**config.mk**
```make
export PLATFORM = sky130hd
export DESIGN_NAME = a78_loader
export DESIGN_NICKNAME = d
export VERILOG_FILES = /design/src/rtl/a78_loader.sv
export SDC_FILE = /design/constraint.sdc
export NUM_CORES = 1
export LEC_CHECK = 0
export CORE_ASPECT_RATIO = 0.6
export CORE_MARGIN = 2
export CORE_UTILIZATION = 45
export DETAILED_ROUTE_END_ITERATION = 7
export PLACE_DENSITY_LB_ADDON = 0.1
export SETUP_SLACK_MARGIN = 0.05
export SLEW_MARGIN = 20
export SYNTH_ARGS = -nofsm -noshare
export SYNTH_HDL_FRONTEND = slang
export SYNTH_SLANG_ARGS = --single-unit
```
**constraint.sdc**
```tcl
create_clock -name clk_sys -period 3 [get_ports clk_sys]
set_clock_uncertainty 0.05 [all_clocks]
set_input_delay 0.6 -clock clk_sys [delete_from_list [all_inputs] [get_ports clk_sys]]
set_output_delay 0.6 -clock clk_sys [all_outputs]
set_load 0.02 [all_outputs]
```
**src/rtl/a78_loader.sv**
```systemverilog
// a78_loader: takes a byte stream from the download interface and routes it
// into cart RAM or BIOS RAM. For cart files it also decodes the A78 header
// and computes the payload size.
// Optional feature: define A78_SIZE_CHECK_EN to latch the header size field
// (bytes 49..52) and compare it with the measured payload (size_mismatch).
module a78_loader (
  input  logic        clk_sys,
  input  logic        reset,
  input  logic        ioctl_download,
  input  logic        ioctl_wr,
  input  logic [24:0] ioctl_addr,
  input  logic [7:0]  ioctl_dout,
  input  logic [7:0]  ioctl_index,
  output logic        cart_wr,
  output logic [17:0] cart_waddr,
  output logic [7:0]  cart_wdata,
  output logic        bios_wr,
  output logic [11:0] bios_waddr,
  output logic [7:0]  bios_wdata,
  output logic        cart_is_7800,
  output logic [31:0] cart_size,
  output logic [15:0] cart_flags,
  output logic [7:0]  joy0_type,
  output logic [7:0]  joy1_type,
  output logic [7:0]  cart_region,
  output logic [7:0]  cart_save,
  output logic        load_busy,
  output logic        load_done,
  output logic        initial_pause,
  output logic        addr_ovf
`ifdef A78_SIZE_CHECK_EN
  ,
  output logic        size_mismatch
`endif
);

  typedef enum logic [1:0] {IDLE, CART, BIOS, FINISH} state_t;

  state_t      state_q;
  logic        dl_q;
  logic        pend_q;
  logic        pend_cart_q;
  logic        hdr_ok_q;
  logic        seen_q;
  logic [24:0] last_q;
  logic        cart_wr_q, bios_wr_q, is7800_q, done_q, pause_q, ovf_q;
  logic [17:0] cart_waddr_q;
  logic [7:0]  cart_wdata_q, bios_wdata_q;
  logic [11:0] bios_waddr_q;
  logic [31:0] size_q;
  logic [15:0] flags_q;
  logic [7:0]  joy0_q, joy1_q, region_q, save_q;
`ifdef A78_SIZE_CHECK_EN
  logic [31:0] hdr_size_q;
  logic        mismatch_q;
`endif

  logic        rise;
  logic        start_cart;
  logic [24:0] eff_addr;
  logic        in_range;
  logic [31:0] size_d;

  // Edge detect, cart address translation and payload size computation.
  always_comb begin
    rise       = ioctl_download & ~dl_q;
    start_cart = pend_q ? pend_cart_q : (ioctl_index != 8'd0);
    eff_addr   = (is7800_q && (ioctl_addr >= 25'd128)) ? (ioctl_addr - 25'd128) : ioctl_addr;
    in_range   = (eff_addr[24:18] == '0);
    size_d     = '0;
    if (seen_q) begin
      if (!is7800_q)
        size_d = {7'd0, last_q} + 32'd1;
      else if (last_q >= 25'd128)
        size_d = {7'd0, last_q} - 32'd127;
    end
  end

  // Load FSM together with the registered write ports and header decode.
  always_ff @(posedge clk_sys) begin
    if (reset) begin
      state_q      <= IDLE;
      // Seed the edge detector with the live level so an interrupted
      // download is ignored until the next genuine rising edge.
      dl_q         <= ioctl_download;
      pend_q       <= 1'b0;
      pend_cart_q  <= 1'b0;
      hdr_ok_q     <= 1'b0;
      seen_q       <= 1'b0;
      last_q       <= '0;
      cart_wr_q    <= 1'b0;
      cart_waddr_q <= '0;
      cart_wdata_q <= '0;
      bios_wr_q    <= 1'b0;
      bios_waddr_q <= '0;
      bios_wdata_q <= '0;
      is7800_q     <= 1'b0;
      size_q       <= '0;
      flags_q      <= '0;
      joy0_q       <= '0;
      joy1_q       <= '0;
      region_q     <= '0;
      save_q       <= '0;
      done_q       <= 1'b0;
      pause_q      <= 1'b1;
      ovf_q        <= 1'b0;
`ifdef A78_SIZE_CHECK_EN
      hdr_size_q   <= '0;
      mismatch_q   <= 1'b0;
`endif
    end else begin
      dl_q      <= ioctl_download;
      cart_wr_q <= 1'b0;
      bios_wr_q <= 1'b0;
      done_q    <= 1'b0;
      case (state_q)
        IDLE: begin
          if (rise || pend_q) begin
            pend_q <= 1'b0;
            if (start_cart) begin
              state_q  <= CART;
              hdr_ok_q <= 1'b0;
              seen_q   <= 1'b0;
              last_q   <= '0;
              is7800_q <= 1'b0;
              flags_q  <= '0;
              joy0_q   <= '0;
              joy1_q   <= '0;
              region_q <= '0;
              save_q   <= '0;
`ifdef A78_SIZE_CHECK_EN
              hdr_size_q <= '0;
              mismatch_q <= 1'b0;
`endif
            end else begin
              state_q <= BIOS;
            end
          end
        end
        CART: begin
          if (ioctl_wr) begin
            seen_q <= 1'b1;
            last_q <= ioctl_addr;
            if (in_range) begin
              cart_wr_q    <= 1'b1;
              cart_waddr_q <= eff_addr[17:0];
              cart_wdata_q <= ioctl_dout;
            end else begin
              ovf_q <= 1'b1;
            end
            case (ioctl_addr)
              25'd1:  hdr_ok_q <= (ioctl_dout == 8'h41);
              25'd2:  hdr_ok_q <= hdr_ok_q && (ioctl_dout == 8'h54);
              25'd3:  hdr_ok_q <= hdr_ok_q && (ioctl_dout == 8'h41);
              25'd4:  hdr_ok_q <= hdr_ok_q && (ioctl_dout == 8'h52);
              25'd5:  is7800_q <= hdr_ok_q && (ioctl_dout == 8'h49);
`ifdef A78_SIZE_CHECK_EN
              25'd49: hdr_size_q[31:24] <= ioctl_dout;
              25'd50: hdr_size_q[23:16] <= ioctl_dout;
              25'd51: hdr_size_q[15:8]  <= ioctl_dout;
              25'd52: hdr_size_q[7:0]   <= ioctl_dout;
`endif
              25'd53: flags_q[15:8] <= ioctl_dout;
              25'd54: flags_q[7:0]  <= ioctl_dout;
              25'd55: joy0_q   <= ioctl_dout;
              25'd56: joy1_q   <= ioctl_dout;
              25'd57: region_q <= ioctl_dout;
              25'd58: save_q   <= ioctl_dout;
              default: ;
            endcase
          end
          if (!ioctl_download) begin
            state_q <= FINISH;
            done_q  <= 1'b1;
          end
        end
        BIOS: begin
          if (ioctl_wr) begin
            bios_wr_q    <= 1'b1;
            bios_waddr_q <= ioctl_addr[11:0];
            bios_wdata_q <= ioctl_dout;
          end
          if (!ioctl_download)
            state_q <= IDLE;
        end
        FINISH: begin
          state_q <= IDLE;
          size_q  <= size_d;
          pause_q <= 1'b0;
`ifdef A78_SIZE_CHECK_EN
          mismatch_q <= is7800_q && (hdr_size_q != size_d);
`endif
          // A window opening during FINISH is remembered so it is not lost.
          if (rise) begin
            pend_q      <= 1'b1;
            pend_cart_q <= (ioctl_index != 8'd0);
          end
        end
        default: state_q <= IDLE;
      endcase
    end
  end

  assign cart_wr       = cart_wr_q;
  assign cart_waddr    = cart_waddr_q;
  assign cart_wdata    = cart_wdata_q;
  assign bios_wr       = bios_wr_q;
  assign bios_waddr    = bios_waddr_q;
  assign bios_wdata    = bios_wdata_q;
  assign cart_is_7800  = is7800_q;
  assign cart_size     = size_q;
  assign cart_flags    = flags_q;
  assign joy0_type     = joy0_q;
  assign joy1_type     = joy1_q;
  assign cart_region   = region_q;
  assign cart_save     = save_q;
  assign load_busy     = (state_q != IDLE);
  assign load_done     = done_q;
  assign initial_pause = pause_q;
  assign addr_ovf      = ovf_q;
`ifdef A78_SIZE_CHECK_EN
  assign size_mismatch = mismatch_q;
`endif

endmodule

```
After elaboration in Yosys (flattened, before gate mapping)

Index checks and enable logic that the tools add are counted.

Add/sub/neg operators: 3
Multiply operators: 0
Div/mod/pow operators: 0
Order comparisons: 2
Equal/unequal tests: 32
Shift operators: 0
Muxes and demuxes: 50
Bitwise operators: 6
Reductions and logical operators: 30

Operators with widths:

| kind                    | number |
|---|---|
| $eq A25 B6 Y1 const B   | 6 |
| $mux W25                | 4 |
| $mux W32                | 3 |
| $mux W8                 | 12 |
| $pmux W8 S2             | 4 |
| $eq A25 B2 Y1 const B   | 2 |
| $eq A25 B3 Y1 const B   | 2 |
| $ge A25 B8 Y1 const B   | 2 |
| $pmux W25 S2            | 1 |
| $mux W16                | 3 |
| $reduce_and A5 Y1       | 8 |
| $eq A8 B7 Y1 const B    | 4 |
| $pmux W16 S2            | 1 |
| $add A25 B1 Y26 const B | 1 |
| $sub A25 B7 Y26 const B | 1 |
| $eq A25 B1 Y1 const B   | 1 |
| $sub A25 B8 Y25 const B | 1 |
| $ne A2 B1 Y1 const B    | 7 |
| $mux W1                 | 12 |
| $ne A2 B2 Y1 const B    | 6 |
| $reduce_and A3 Y1       | 4 |
| $mux W2                 | 4 |
| $pmux W1 S2             | 4 |
| $pmux W2 S4             | 1 |
| 16 further kinds        | 29 |

Register bits: 164
Bits in latches: 0
Memory bits (writable): 0
Bits in read-only memories: 0
Bits of input ports: 45
Output and inout port bits: 133
Logic and storage cells: 147
Memories: 0

Logic depth before layout (Yosys ltp)

Word-level depth: 6
Gate-level depth with buffers: 11
Depth with buffers taken out: 9

Worst setup path before layout

Ideal clock, no wire load.

Kind: input port to flip-flop
Start point: in ioctl_addr[9]
End point: reg save_q[6] (netlist: cart_save[6])
Arrival: 2.748 ns
Slack: 0.128 ns
Cell stages on the path: 9
Cell sequence: buf_2 > or4_4 > nor4_4 > nand4_4 > or4_4 > a21oi_4 > buf_6 > nand3_1 > o21ai_0

Longest elaborated chain between the ends: 3

RTL lines:

| what                               | RTL line | RTL |
|---|---|---|
| start, declared                    | 11       | `input logic [24:0] ioctl_addr,` |
| $eq A25 B6 Y1                      | 151      | `case (ioctl_addr)` |
| $ne A2 B1 Y1 (no source line)      | -        |  |
| $reduce_and A5 Y1 (no source line) | -        |  |
| end signal, assigned               | 168      | `25'd58: save_q <= ioctl_dout;` |
| end, declared                      | 52       | `logic [7:0] joy0_q, joy1_q, region_q, save_q;` |

Every way passes these cells.
A chain may end at the register's enable or synchronous reset.

Worst setup path after layout

Start point: in ioctl_addr[12]
End point: reg flags_q[3] (netlist: cart_flags[3])

Longest elaborated chain between the ends: 3

RTL lines:

| what                               | RTL line | RTL |
|---|---|---|
| $eq A25 B6 Y1                      | 151      |  |
| $ne A2 B1 Y1 (no source line)      | -        |  |
| $reduce_and A5 Y1 (no source line) | -        |  |
| end signal, assigned               | 164      | `25'd54: flags_q[7:0] <= ioctl_dout;` |
| end, declared                      | 51       | `logic [15:0] flags_q;` |

Every way passes these cells.

==> metrics <==
via count=7156; Max-Cap Viols=0; sequential power share=45.0%; clk_lat worst skew=0.43 ns; Leakage=3.58 nW; I/O Pins=178; post-synthesis net count=887; count of different cell masters after synthesis=56; CTS tree=yes; die area=16700 sq um; Critical Path Sink=cart_flags[3]; commonest non-fill, non-tap cell in the layout=clkdlybuf4s50_1; Internal Power=3.50 mW; nature of the critical path startpoint=input port; status=finished clean; Overflow after GRT=0; Synth Instances=839; Final Hold Fails=0; Finished Layout Cells=1258; worst vdd ir=280 uV; Rel. slew slack=27.6%; Layout Nets=1089; Crit. End Element=register; vias per cell=5.69; most frequent cells in the layout=clkdlybuf4s50_1, dfxtp_1, nand2_1; Clk pwr share=43.4%; largest net degree at the start of global routing=101; crit path DAT=3.19 ns; drt total wl=23.1 mm; clk root buf=clkbuf_16; RSZ-0062 raised after global routing=no; Least-Margin Pin Slew=1.08 ns; initial antenna violation count=1; WP data required=3.31 ns; final-report max-slew violation count=0; HPWL after DPL=16.5 mm; Core Region=15300 sq um; worst-case reg-to-reg path depth=7; Sw Share=27.8%; Net Sw Power=1.35 mW; First-pass DRT Iterations=5; placed cell area=9410 sq um; first-pass GRT wire length=35.1 mm; Comb pwr share=11.6%; Initial Util=46.1%; worst reg2reg setup slack=0.35 ns; WHS Path Cells=1; H-tree depth=4; # DRC=0; number of fillers in the final layout=1334; GRT Overall Usage=26.7%; syn_area_per_cell=8.42 sq um; Synth Flop Type=dfxtp_1; Syn Std Cell Area=7060 sq um; FF+latch count, synth=159; Die H=101 um; routability cong.=0.892; Crit Path Class=in -> reg; vias in the first global route=6308; EDFF count, synth=0; CP Launch Point=ioctl_addr[12]; chip width=166 um; asr flop ratio synth=0%; number of placed instances, taps included=1221; register area share after synthesis=45.1%; clock-pin transition on the worst setup and hold timing paths=0.07 ns; Max Root-Sink Buffers=2; share of post-route cells with drive strength above 1=12.6%; RR Endpoint=cart_size[16]; Worst Path Max Fanout=16; CTS Buf Count=17; Place WS=-0.439 ns; IO buf count=177; Hold Crit Class=reg -> reg; crit path time final=2.88 ns; # setup viols final=0; post-route cell area=10100 sq um; DRT antenna net count=0; final worst slack=0.117 ns; YS warnings=0; First DRT Iteration DRCs=711; PwrDens=481 nW/um^2; fin crit share=96.1%; Site Rows=35; FMAX=0.347 GHz; CTS Sinks=159; area delta synth->final=42.7%; DR WL/cell=18.3 um; RR Startpoint=last_q[7]
## sequential cells by signal, summed over array words and instances (netlist names), 12 cells and up
register    cells
bios_waddr     12
cart_waddr     18
cart_size      27
last_q         25
cart_flags     16
## how the worst min path moves through the flow
stage	startpoint	endpoint	slack, ns
after floorplan	seen_q	seen_q	0.41
after global placement	initial_pause	initial_pause	0.39
after detailed placement	bios_wdata[0]	bios_wdata[0]	0.40
after CTS	bios_wdata[0]	bios_wdata[0]	0.41
after global routing	cart_size[25]	cart_size[25]	0.43
final	initial_pause	initial_pause	0.41
## power groups by stage
stage	registers (mW)	clock network [mW]	logic (mW)
2_1_floorplan	2.24	0	0.241
3_3_place_gp	2.23	0	0.536
3_5_place_dp	2.23	0	0.538
4_1_cts	2.18	2.13	0.542
5_1_grt	2.18	2.22	0.597
6_report	2.18	2.11	0.560
## area by class of cell
| cell class | instances | area (sq um) | share of cell area, % |
|---|---|---|---|
| Tap cell | 203 | 254 | 2.52 |
| Sequential cell | 159 | 3180 | 31.6 |
| Clock inverter | 15 | 151 | 1.50 |
| Clock buffer | 17 | 425 | 4.22 |
| Antenna cell | 1 | 2.50 | 0.0248 |
| Multi-Input combinational cell | 597 | 3560 | 35.3 |
| Timing Repair Buffer | 254 | 2460 | 24.4 |
| Inverter | 12 | 45.0 | 0.447 |
## cells by family after synthesis
kind of cell,after synthesis,synth area share (%)
buffers and inverters,84,5.24
adders and majority gates,3,0.531
xor gates and xnor gates,30,3.72
AOI/OAI and AO/OA,227,20.0
DFF,159,45.1
and+or+nand+nor,336,25.5
## layer usage
metal	share of wire (%)	GRT usage (%)	routed length, um	up-vias
met2	38	35.4	8870	336
met4	0.88	5.15	204	0
met1	52	42.0	11900	3387
li1	-	-	-	3413
met3	9.1	7.42	2110	20
met5	0	0	0	-
## Yosys cell counts (all sizes together) (16+ instances only)
cell / count / share of area (%)
dfxtp: 159 / 45
o21ai: 80 / 5.7
nand2: 75 / 4.0
nor2: 68 / 3.6
a21oi: 61 / 4.8
nand3: 56 / 4.0
clkbuf: 50 / 2.7
a22oi: 34 / 3.6
nand2b: 30 / 2.7
nand3b: 27 / 2.9
buf: 22 / 1.9
xnor2: 22 / 2.7
a22o: 16 / 2.0
nor3: 16 / 1.3
## timing repair
action                                  CTS  global route
endpoints found under the setup margin   22            42
pin swaps                                 2             8
cloned                                    0             2
hold buffers                              0             0
gates resized for setup                   2            11
hold endpoints to repair                  0             0
setup buffers                             0             2
## stage by stage
stage	hold WS (ns)	TNS (ns)	util [%]	total power, mW
CTS	0.408	0	65.2	4.85
detailed placement	0.397	-19.68	61.4	2.77
floorplan	0.408	0	-	2.48
global route	0.426	0	65.8	5.00
global placement	0.386	-18.23	61.4	2.76
finish	0.405	0	65.8	4.85
## worst max-delay path, stage by stage
cell,delay [ns]
clkdlybuf4s50_1,0.47
or4_4,0.48
nor4_4,0.27
buf_4,0.19
nand4_4,0.14
or4_4,0.53
a21oi_4,0.19
buf_12,0.15
nand3_1,0.08
o21ai_0,0.09
Power figures use the tool's default switching activity.
